--- src/rtl/data_memory.sv ---
// Data memory for the MEM stage of a MIPS pipeline.
// The memory holds WORD_SIZE words of WORD_SIZE bits each and is addressed by word.
// A write is synchronous and takes one clock edge.
// A read is combinational, so data_ram follows addres_write within the same cycle.
// Reads and writes share one byte address. Byte-offset bits [1:0] are dropped.
// Address bits above the index field are also dropped, so addresses alias modulo WORD_SIZE*4 bytes.
module data_memory #(
  parameter int WORD_SIZE = 32,
  parameter int ADDRES    = $clog2(WORD_SIZE)
) (
  input  logic                 clk,
  input  logic                 rst_n,
  input  logic                 signal_we,
  input  logic [WORD_SIZE-1:0] addres_write,
  input  logic [WORD_SIZE-1:0] data_write,
  output logic [WORD_SIZE-1:0] data_ram
);

  // The name RAM is kept so that benches can reach the storage hierarchically.
  logic [WORD_SIZE-1:0] RAM [0:WORD_SIZE-1];

  // Word index taken from the byte address.
  logic [ADDRES-1:0] idx;

  // The byte-offset bits and the aliased upper bits play no part in addressing.
  logic unused_addr_bits;

  assign idx = addres_write[ADDRES+1:2];
  assign unused_addr_bits = ^{addres_write[WORD_SIZE-1:ADDRES+2], addres_write[1:0]};

  // Storage update: the asynchronous clear has priority over a write on the same edge.
  // NOTE: the whole array sits under the async reset because a load issued right
  //       after reset must return 0, not leftover contents.
  //       This rules out mapping the array onto a block RAM, which is acceptable at this depth.
  //       Non-blocking assignments keep same-edge readers seeing the pre-edge value.
  always_ff @(posedge clk or negedge rst_n) begin
    if (!rst_n) begin
      for (int i = 0; i < WORD_SIZE; i++) begin
        RAM[i] <= '0;
      end
    end else if (signal_we) begin
      RAM[idx] <= data_write;
    end
  end

  // Combinational read. During a write cycle it shows the old word until the edge; there is no bypass.
  always_comb begin
    data_ram = RAM[idx];
  end

endmodule

--- config.mk ---
export PLATFORM = sky130hd
export DESIGN_NAME = data_memory
export DESIGN_NICKNAME = d
export VERILOG_FILES = /design/src/rtl/data_memory.sv
export SDC_FILE = /design/constraint.sdc
export NUM_CORES = 1
export LEC_CHECK = 0
export ABC_AREA = 1
export BUFFER_PORTS_ARGS = -buffer_cell sky130_fd_sc_hd__buf_2
export CAP_MARGIN = 30
export CORE_UTILIZATION = 27
export DETAILED_ROUTE_END_ITERATION = 12
export HOLD_SLACK_MARGIN = 0.08
export SYNTH_ARGS = -nofsm -noshare
export SYNTH_HDL_FRONTEND = slang
export SYNTH_SLANG_ARGS = --single-unit
--- constraint.sdc ---
create_clock -name clk -period 2.7 [get_ports clk]
set_clock_uncertainty 0.05 [all_clocks]
set_input_delay 0.54 -clock clk [delete_from_list [all_inputs] [get_ports clk]]
set_output_delay 0.54 -clock clk [all_outputs]
set_load 0.01 [all_outputs]
After elaboration in Yosys (flattened, before gate mapping)
Index checks and enable logic that the tools add are counted.
Widths: inputs -> output; s select.
{"block": "op_classes", "add_sub_neg": 0, "n_mul": 0, "div": 0, "magnitude_cmp": 2, "n_eq_ne": 0, "shift": 0, "n_mux": 6, "bitwise": 1, "reduce_logical": 1}
{"cell": "$bwmux 1024", "n": 1}
{"cell": "$bmux 32 s5", "n": 1}
{"cell": "$demux 32 s5", "n": 1}
{"cell": "$mux 32", "n": 3}
{"cell": "$ge 6x6->1 const B", "n": 1}
{"cell": "$lt 6x1->1 const B", "n": 1}
{"cell": "$not 5->6", "n": 1}
{"cell": "$logic_and 1x1->1", "n": 1}
{"block": "word_totals", "ff_bits": 1024, "latch_bits": 0, "ram_bits": 0, "mem_bits_ro": 0, "in_bits": 67, "output_inout_bits": 32, "elab_cells": 42, "mem_count": 0}

Logic depth before layout (Yosys ltp)
Gate-level depths: netlist (run 1).
{"block": "depth", "depth_word": 6, "depth_mapped": 12, "ltp_nobuf": 9}

Least setup slack after synthesis (run 1)
No wires, ideal clock.
{"block": "synth_timing", "kind": "input to output", "start": "input addres_write[5]", "end": "output data_ram[10]", "arrival_time_ps": 1754, "t_required_ps": 2110, "slack_ps": 356, "path_stages": 8, "path_buffers": 2, "path_cell_list": "buf_4 > inv_2 > nor3_4 > buf_2 > nand2_1 > nand2_1 > nor2_1 > nand2_1"}
{"block": "synth_via", "elab_chain_cells": 4}
{"item": "start, declared", "line": "14", "text": "input logic [WORD_SIZE-1:0] addres_write,"}
{"item": "$not 5->6 (implied by the code)", "line": "48", "text": "data_ram = RAM[idx];"}
{"item": "$bmux 32 s5", "line": "48"}
{"item": "$mux 32 (implied by the code) (2 in a row)", "line": "48"}
{"item": "end, declared", "line": "16", "text": "output logic [WORD_SIZE-1:0] data_ram"}
No other way between the ends. The select of a mux whose other input is x is not followed.

Final worst setup path (run 1)
{"block": "layout_timing", "start": "input addres_write[5]", "end": "output data_ram[30]"}
Same word-level chain as after synthesis.

==> results of run 1 <==
[power by group through the flow]
stage / registers (mW) / clock network, mW / logic, mW
final: 19.8 / 15.1 / 7.29
after floorplan: 19.7 / 0 / 4.79
after CTS: 19.8 / 15.3 / 7.26
after global routing: 20.2 / 16.0 / 8.40
after detailed placement: 20.0 / 0 / 7.16
after global placement: 19.9 / 0 / 6.99
[cell usage in the layout, fill, tap and decap left out, types with 2 or more instances in the layout]
| cell type | netlist | layout |
|---|---|---|
| clkbuf_1 | 347 | 18 |
| bufinv_16 | 0 | 8 |
| nor2_4 | 0 | 9 |
| clkinv_2 | 0 | 18 |
| clkbuf_8 | 0 | 28 |
| buf_12 | 0 | 118 |
| nand2_1 | 3621 | 3594 |
| nand2_2 | 15 | 37 |
| inv_4 | 2 | 2 |
| inv_1 | 35 | 34 |
| nor4_4 | 2 | 2 |
| dfrtp_1 | 1024 | 1024 |
| nor2_2 | 2 | 14 |
| clkbuf_4 | 0 | 2 |
| dlygate4sd3_1 | 0 | 3 |
| o21ai_0 | 732 | 732 |
| nand3_1 | 2 | 2 |
| buf_16 | 0 | 11 |
| bufbuf_16 | 0 | 2 |
| nor3_4 | 7 | 7 |
| buf_8 | 0 | 2 |
| o21ai_1 | 168 | 168 |
| clkinv_4 | 0 | 2 |
| buf_2 | 127 | 51 |
| inv_2 | 5 | 4 |
| inv_6 | 0 | 2 |
| nand2_4 | 8 | 13 |
| clkbuf_16 | 0 | 118 |
| buf_6 | 1 | 16 |
| a21oi_1 | 126 | 126 |
| nor2_1 | 192 | 171 |
| buf_4 | 4 | 180 |
[cell families after synthesis]
group	Yosys count	share of synthesized area (%)
compound gates	1026	10.78
buf+inv	530	4.569
flops	1024	53.81
simple gates	3850	30.83
[through the flow]
step	hold WS [ns]	worst slack, ns	utilization [%]
after floorplan	0.1944	0.3560	-
after global placement	0.3807	-0.2089	30.24
after detailed placement	0.3784	-0.1808	30.25
after CTS	0.1949	-0.03210	32.45
after global routing	0.2377	-0.05093	32.71
final	0.2329	-0.001779	32.71
[routing by layer]
metal  share of wire (%)  GRT usage (%)  vias to the layer above
li1                    -              -                    20080
met1                  44          22.27                    19430
met2                  47          28.55                     1049
met3                 4.9          1.895                      251
met4                 4.2          7.036                        0
met5                   0              0                        -
[worst max-delay path, stage by stage]
cell and delay [ns]:
buf_4 0.15, buf_6 0.14, nor3_4 0.27, buf_6 0.15, buf_12 0.14, buf_4 0.14, nand2_1 0.05, nand2_1 0.10
nor2_2 0.08, nand2_1 0.06, buf_2 0.25
[final cells by class]
type | count | area (um2)
clock buffer | 155 | 3181
sequential | 1024 | 25620
tap | 2325 | 2909
clock inverter | 31 | 372.9
inverter | 43 | 190.2
fill | 18330 | 117500
multi-input combinational | 4876 | 20010
antenna | 1 | 2.502
timing repair buffer | 394 | 4817
[final timing paths]
check,slack [ns],end
min in group clk,0.30,RAM[143]$_DFFE_PN0P_
setup / recovery,-0.002,data_ram[30]
max in group asynchronous,1.24,RAM[353]$_DFFE_PN0P_
setup reg to reg,1.89,RAM[326]$_DFFE_PN0P_
hold / removal,0.23,RAM[502]$_DFFE_PN0P_
hold reg to reg,0.43,RAM[449]$_DFFE_PN0P_
[timing repair]
item | CTS | global route
resized for setup | 46 | 62
endpoints found under the hold margin | 125 | 0
pin swaps | 6 | 21
hold buffers | 3 | 0
gates cloned | 3 | 9
endpoints found under the setup margin | 31 | 32
buffers inserted | 4 | 6
==> results.py, run 1 <==
metrics = {
    "synth": {
        "synthCells": 6430,
        "ys_ff_latch": 1024,
        "avgSynthCellArea_um2": 7.406,
        "ys_top_cells_by_area": "dfrtp_1 54%, nand2_1 29%, o21ai_0 7.7%, clkbuf_1 2.7%, o21ai_1 1.8%",
        "syn_nets": 6497,
        "yosysMostFrequentCell": "nand2_1",
        "synth_warnings": 0,
        "synth_edf_count": 0,
        "synth_area_leader_cell": "dfrtp_1",
        "synth_top_area_share_pct": 53.81,
        "yosysUniqueCellTypes": 22,
        "async_flop_share_pct": 100.0,
        "syn_area_um2": 47620,
        "ys_seq_area_share_pct": 53.81,
        "synthFlopType": "dfrtp_1",
        "synth_common_cells": "3,621 x nand2_1, 1,024 x dfrtp_1, 732 x o21ai_0, 347 x clkbuf_1, 192 x nor2_1",
    },
    "power": {
        "clkPwrFrac_pct": 35.8,
        "ir_drop_mv": 0.4592,
        "power_mw": 42.16,
        "swShare_pct": 28.61,
        "p_seq_share_pct": 46.9,
        "p_int_mw": 30.10,
        "p_comb_share_pct": 17.3,
        "power_switching_mw": 12.06,
        "p_leak_nw": 29.39,
        "powerDensity_nw_per_um2": 738.2,
    },
    "run_status": {
        "failed_checks": "setup timing",
        "status": "finished with violations",
    },
    "setup_path": {
        "reg2reg_depth": 3,
        "critPathRequiredTime_ns": 2.11,
        "cp-start-kind": "primary input",
        "worstPathArrival_ns": 2.11,
        "endpoint_kind": "primary output",
        "worstPathMaxFanout": 7,
        "crit_path_start": "addres_write[5]",
        "crit_type": "in -> out",
        "r2r_start": "RAM[326]$_DFFE_PN0P_",
    },
    "worst_hold_path": {
        "hold_path_class": "in -> async",
    },
    "die": {
        "fp-row-count": 153,
        "die_y_um": 422.0,
        "die-width_um": 422.0,
        "die-area_um2": 178000,
        "core_um2": 174600,
        "ios": 99,
        "start_util_pct": 27.27,
    },
    "route": {
        "drc": 0,
        "via_per_inst": 4.611,
        "dr.pass1.iters": 6,
        "wl_per_cell_um": 17.52,
        "drt_iter0_markers": 3582,
        "antenna_left": 0,
        "vias": 40810,
        "routed_wl_um": 155000,
    },
    "sta": {
        "fin_crit_ns": 2.702,
        "slew_headroom_pct": 42.17,
        "slew_violations": 0,
        "fmaxAchievable_mhz": 370.1,
        "fin_tns_setup_ns": -0.001779,
        "fin_crit_sh_pct": 100.1,
        "worst_slack_ns": -0.001779,
        "rsz0062_at_grt": "true",
        "worst_slew_pin_slew_ns": 0.8675,
        "hold_viol": 0,
        "setup_viol": 1,
    },
    "clocking": {
        "cts-root-buf": "clkbuf_16",
        "cts_tree": "built",
        "clk_pin_slew_worst_paths_ns": 0.05,
        "cts_buffer_depth": 3,
        "htree_levels": 3,
        "clkLatencyLatePin_ns": 0.70,
        "cts_buffers": 106,
        "clkSinkCount": 1024,
    },
    "grt": {
        "gr-total-overflow": 0,
        "grt_usage_pct": 17.04,
        "grt_pass1_vias": 38810,
        "grt_start_max_net_pins": 147,
        "grt_pass1_wl_um": 237400,
        "antenna_found_initial": 4,
    },
    "layout": {
        "largest_reg_flops": 1024,
        "syn_to_final_growth_pct": 19.93,
        "finalInstanceArea_um2": 57110,
        "final_nets": 6512,
        "largest-register": "RAM",
        "finalNonFillerCells": 8849,
        "reg.largest.list": "RAM: 1024 flops",
        "drive_gt1_share_pct": 9.965,
    },
    "placed_design": {
        "place_area_um2": 52810,
        "place_inst": 8642,
        "hpwl_um": 93850,
        "portBuffers": 71,
        "routabilityCongestion": 0.8136,
    },
    "flow_run": {
        "max_cap_viol_count": 0,
    },
}
Note: power is estimated with default switching activity, not from simulation.
==> run 2: changes to the inputs <==
--- a/config.mk
+++ b/config.mk
@@ -8,9 +8,11 @@
 export ABC_AREA = 1
 export BUFFER_PORTS_ARGS = -buffer_cell sky130_fd_sc_hd__buf_2
 export CAP_MARGIN = 30
-export CORE_UTILIZATION = 27
+export CORE_UTILIZATION = 60
 export DETAILED_ROUTE_END_ITERATION = 12
 export HOLD_SLACK_MARGIN = 0.08
+export PLACE_DENSITY = 0.77
+export SKIP_CTS_REPAIR_TIMING = 1
 export SYNTH_ARGS = -nofsm -noshare
 export SYNTH_HDL_FRONTEND = slang
 export SYNTH_SLANG_ARGS = --single-unit
==> results.py, run 2 (synthesized netlist as in run 1, its figures left out) <==
metrics = {
    "run_status": {
        "status": "complete, no violations",
    },
    "layout": {
        "finalNonFillerCells": 7512,
        "insertedDiodeCount": 0,
        "final_nets": 6453,
        "reg.largest.list": "RAM: 1024 flops",
        "largest_reg_flops": 1024,
        "most-common-layout-cells": "3,606 x nand2_1, 1,024 x dfrtp_1, 732 x o21ai_0, 177 x nor2_1, 168 x o21ai_1",
        "largest-register": "RAM",
        "final_common_cell": "nand2_1",
        "syn_to_final_growth_pct": 14.60,
        "drive_gt1_share_pct": 8.946,
        "final_util_pct": 69.98,
    },
    "route": {
        "antenna_left": 0,
        "via_per_inst": 5.664,
        "vias": 42550,
        "drc": 0,
        "drt_iter0_markers": 4751,
        "wl_per_cell_um": 19.20,
        "dr.pass1.iters": 8,
        "routed_wl_um": 144200,
    },
    "placed_design": {
        "hpwl_um": 85010,
        "place_inst": 7314,
        "routabilityCongestion": 0.8600,
        "portBuffers": 71,
    },
    "power": {
        "powerDensity_nw_per_um2": 774.4,
        "p_comb_share_pct": 17.0,
        "p_int_mw": 30.16,
        "clkPwrFrac_pct": 36.1,
        "power_switching_mw": 12.10,
        "p_seq_share_pct": 47.0,
        "p_leak_nw": 28.94,
        "power_mw": 42.26,
        "ir_drop_mv": 0.9099,
        "swShare_pct": 28.64,
    },
    "clocking": {
        "htree_levels": 3,
        "clkLatencyLatePin_ns": 0.69,
        "clk_pin_slew_worst_paths_ns": 0.06,
        "cts_tree": "built",
        "cts-root-buf": "clkbuf_16",
        "cts_buffer_depth": 3,
        "clkSinkCount": 1024,
        "cts_buffers": 106,
    },
    "die": {
        "die-area_um2": 80490,
        "die-width_um": 283.7,
        "core_um2": 77980,
        "fp-row-count": 102,
        "ios": 99,
        "start_util_pct": 61.07,
        "die_y_um": 283.7,
    },
    "sta": {
        "hold_viol": 0,
        "setup_viol": 0,
        "whs_ns": 0.1038,
        "fin_crit_sh_pct": 98.63,
        "slew_violations": 0,
        "fin_tns_setup_ns": 0,
        "slew_headroom_pct": 38.95,
        "worst_slew_pin_slew_ns": 0.9117,
        "rsz0062_at_grt": "true",
        "fin_crit_ns": 2.663,
        "fmaxAchievable_mhz": 375.5,
    },
    "setup_path": {
        "endpoint_kind": "primary output",
        "cp-start-kind": "primary input",
        "critPathRequiredTime_ns": 2.11,
        "worstPathArrival_ns": 2.07,
        "crit_type": "in -> out",
        "worstPathMaxFanout": 18,
    },
    "grt": {
        "grt_usage_pct": 36.26,
        "grt_pass1_wl_um": 228000,
        "grt_start_max_net_pins": 88,
        "antenna_found_initial": 5,
        "gr-total-overflow": 0,
        "grt_pass1_vias": 40890,
    },
    "flow_run": {
        "max_cap_viol_count": 0,
    },
    "worst_hold_path": {
        "hold_path_class": "in -> reg",
    },
}
## run 2: cell count changes in the layout (fill, tap and decap cells not counted), moves of 6 or more
cell	previous run	this run
buf_12	118	107
buf_4	180	145
buf_2	51	66
buf_6	16	4
nand2_1	3594	3606
nor2_1	171	177
nand2_2	37	29
buf_16	11	5
clkbuf_16	118	112
## run 2: worst max-delay path: stages
cell,delay [ns]
buf_12,0.14
buf_12,0.18
buf_4,0.19
buf_4,0.16
nand2_1,0.05
nand2_1,0.05
nand2_1,0.05
nand2_1,0.05
nand2_1,0.06
nand2_1,0.06
nor2_2,0.16
nand2_2,0.18
buf_6,0.17
## run 2: per-stage QoR
step                      instance area (um2)  setup slack [ns]
after global routing                    54570          -0.03995
after CTS                               54330          -0.05689
after floorplan                         47620            0.3560
final                                   54570           0.03704
after detailed placement                50680          -0.05092
after global placement                  50680          -0.05053
## run 2: cell type report
cell class / count / area, um2
sequential: 1024 / 25620
inverter: 43 / 190.2
clock buffer: 164 / 3254
clock inverter: 30 / 396.6
fill: 6121 / 23410
multi-input combinational: 4876 / 19920
tap: 1040 / 1301
timing repair buffer: 335 / 3881
## run 2: worst paths after layout
check / startpoint / to / slack [ns] / cells past startpoint
min in group asynchronous: rst_n / RAM[345]$_DFFE_PN0P_ / 0.31 / 2
worst min register to register: RAM[852]$_DFFE_PN0P_ / RAM[852]$_DFFE_PN0P_ / 0.43 / 2
worst max-delay path: addres_write[2] / data_ram[5] / 0.04 / 13
worst min-delay path: data_write[31] / RAM[63]$_DFFE_PN0P_ / 0.10 / 3
worst max register to register: RAM[640]$_DFFE_PN0P_ / RAM[640]$_DFFE_PN0P_ / 1.90 / 2
max in group asynchronous: rst_n / RAM[732]$_DFFE_PN0P_ / 1.35 / 4
## run 2: power groups by stage
stage	logic [mW]	registers (mW)	clock network, mW
floorplan	4.79	19.7	0
global placement	6.69	19.9	0
detailed placement	6.98	20.0	0
CTS	7.07	19.8	15.3
global route	8.25	20.2	15.9
finish	7.17	19.8	15.2
## run 2: metal layers
layer	GRT usage [%]	vias to the layer above	wire, um
li1	-	19970	-
met1	48.91	20120	57590
met2	55.61	2037	64160
met3	7.532	412	14730
met4	18.88	8	7707
met5	0	-	47
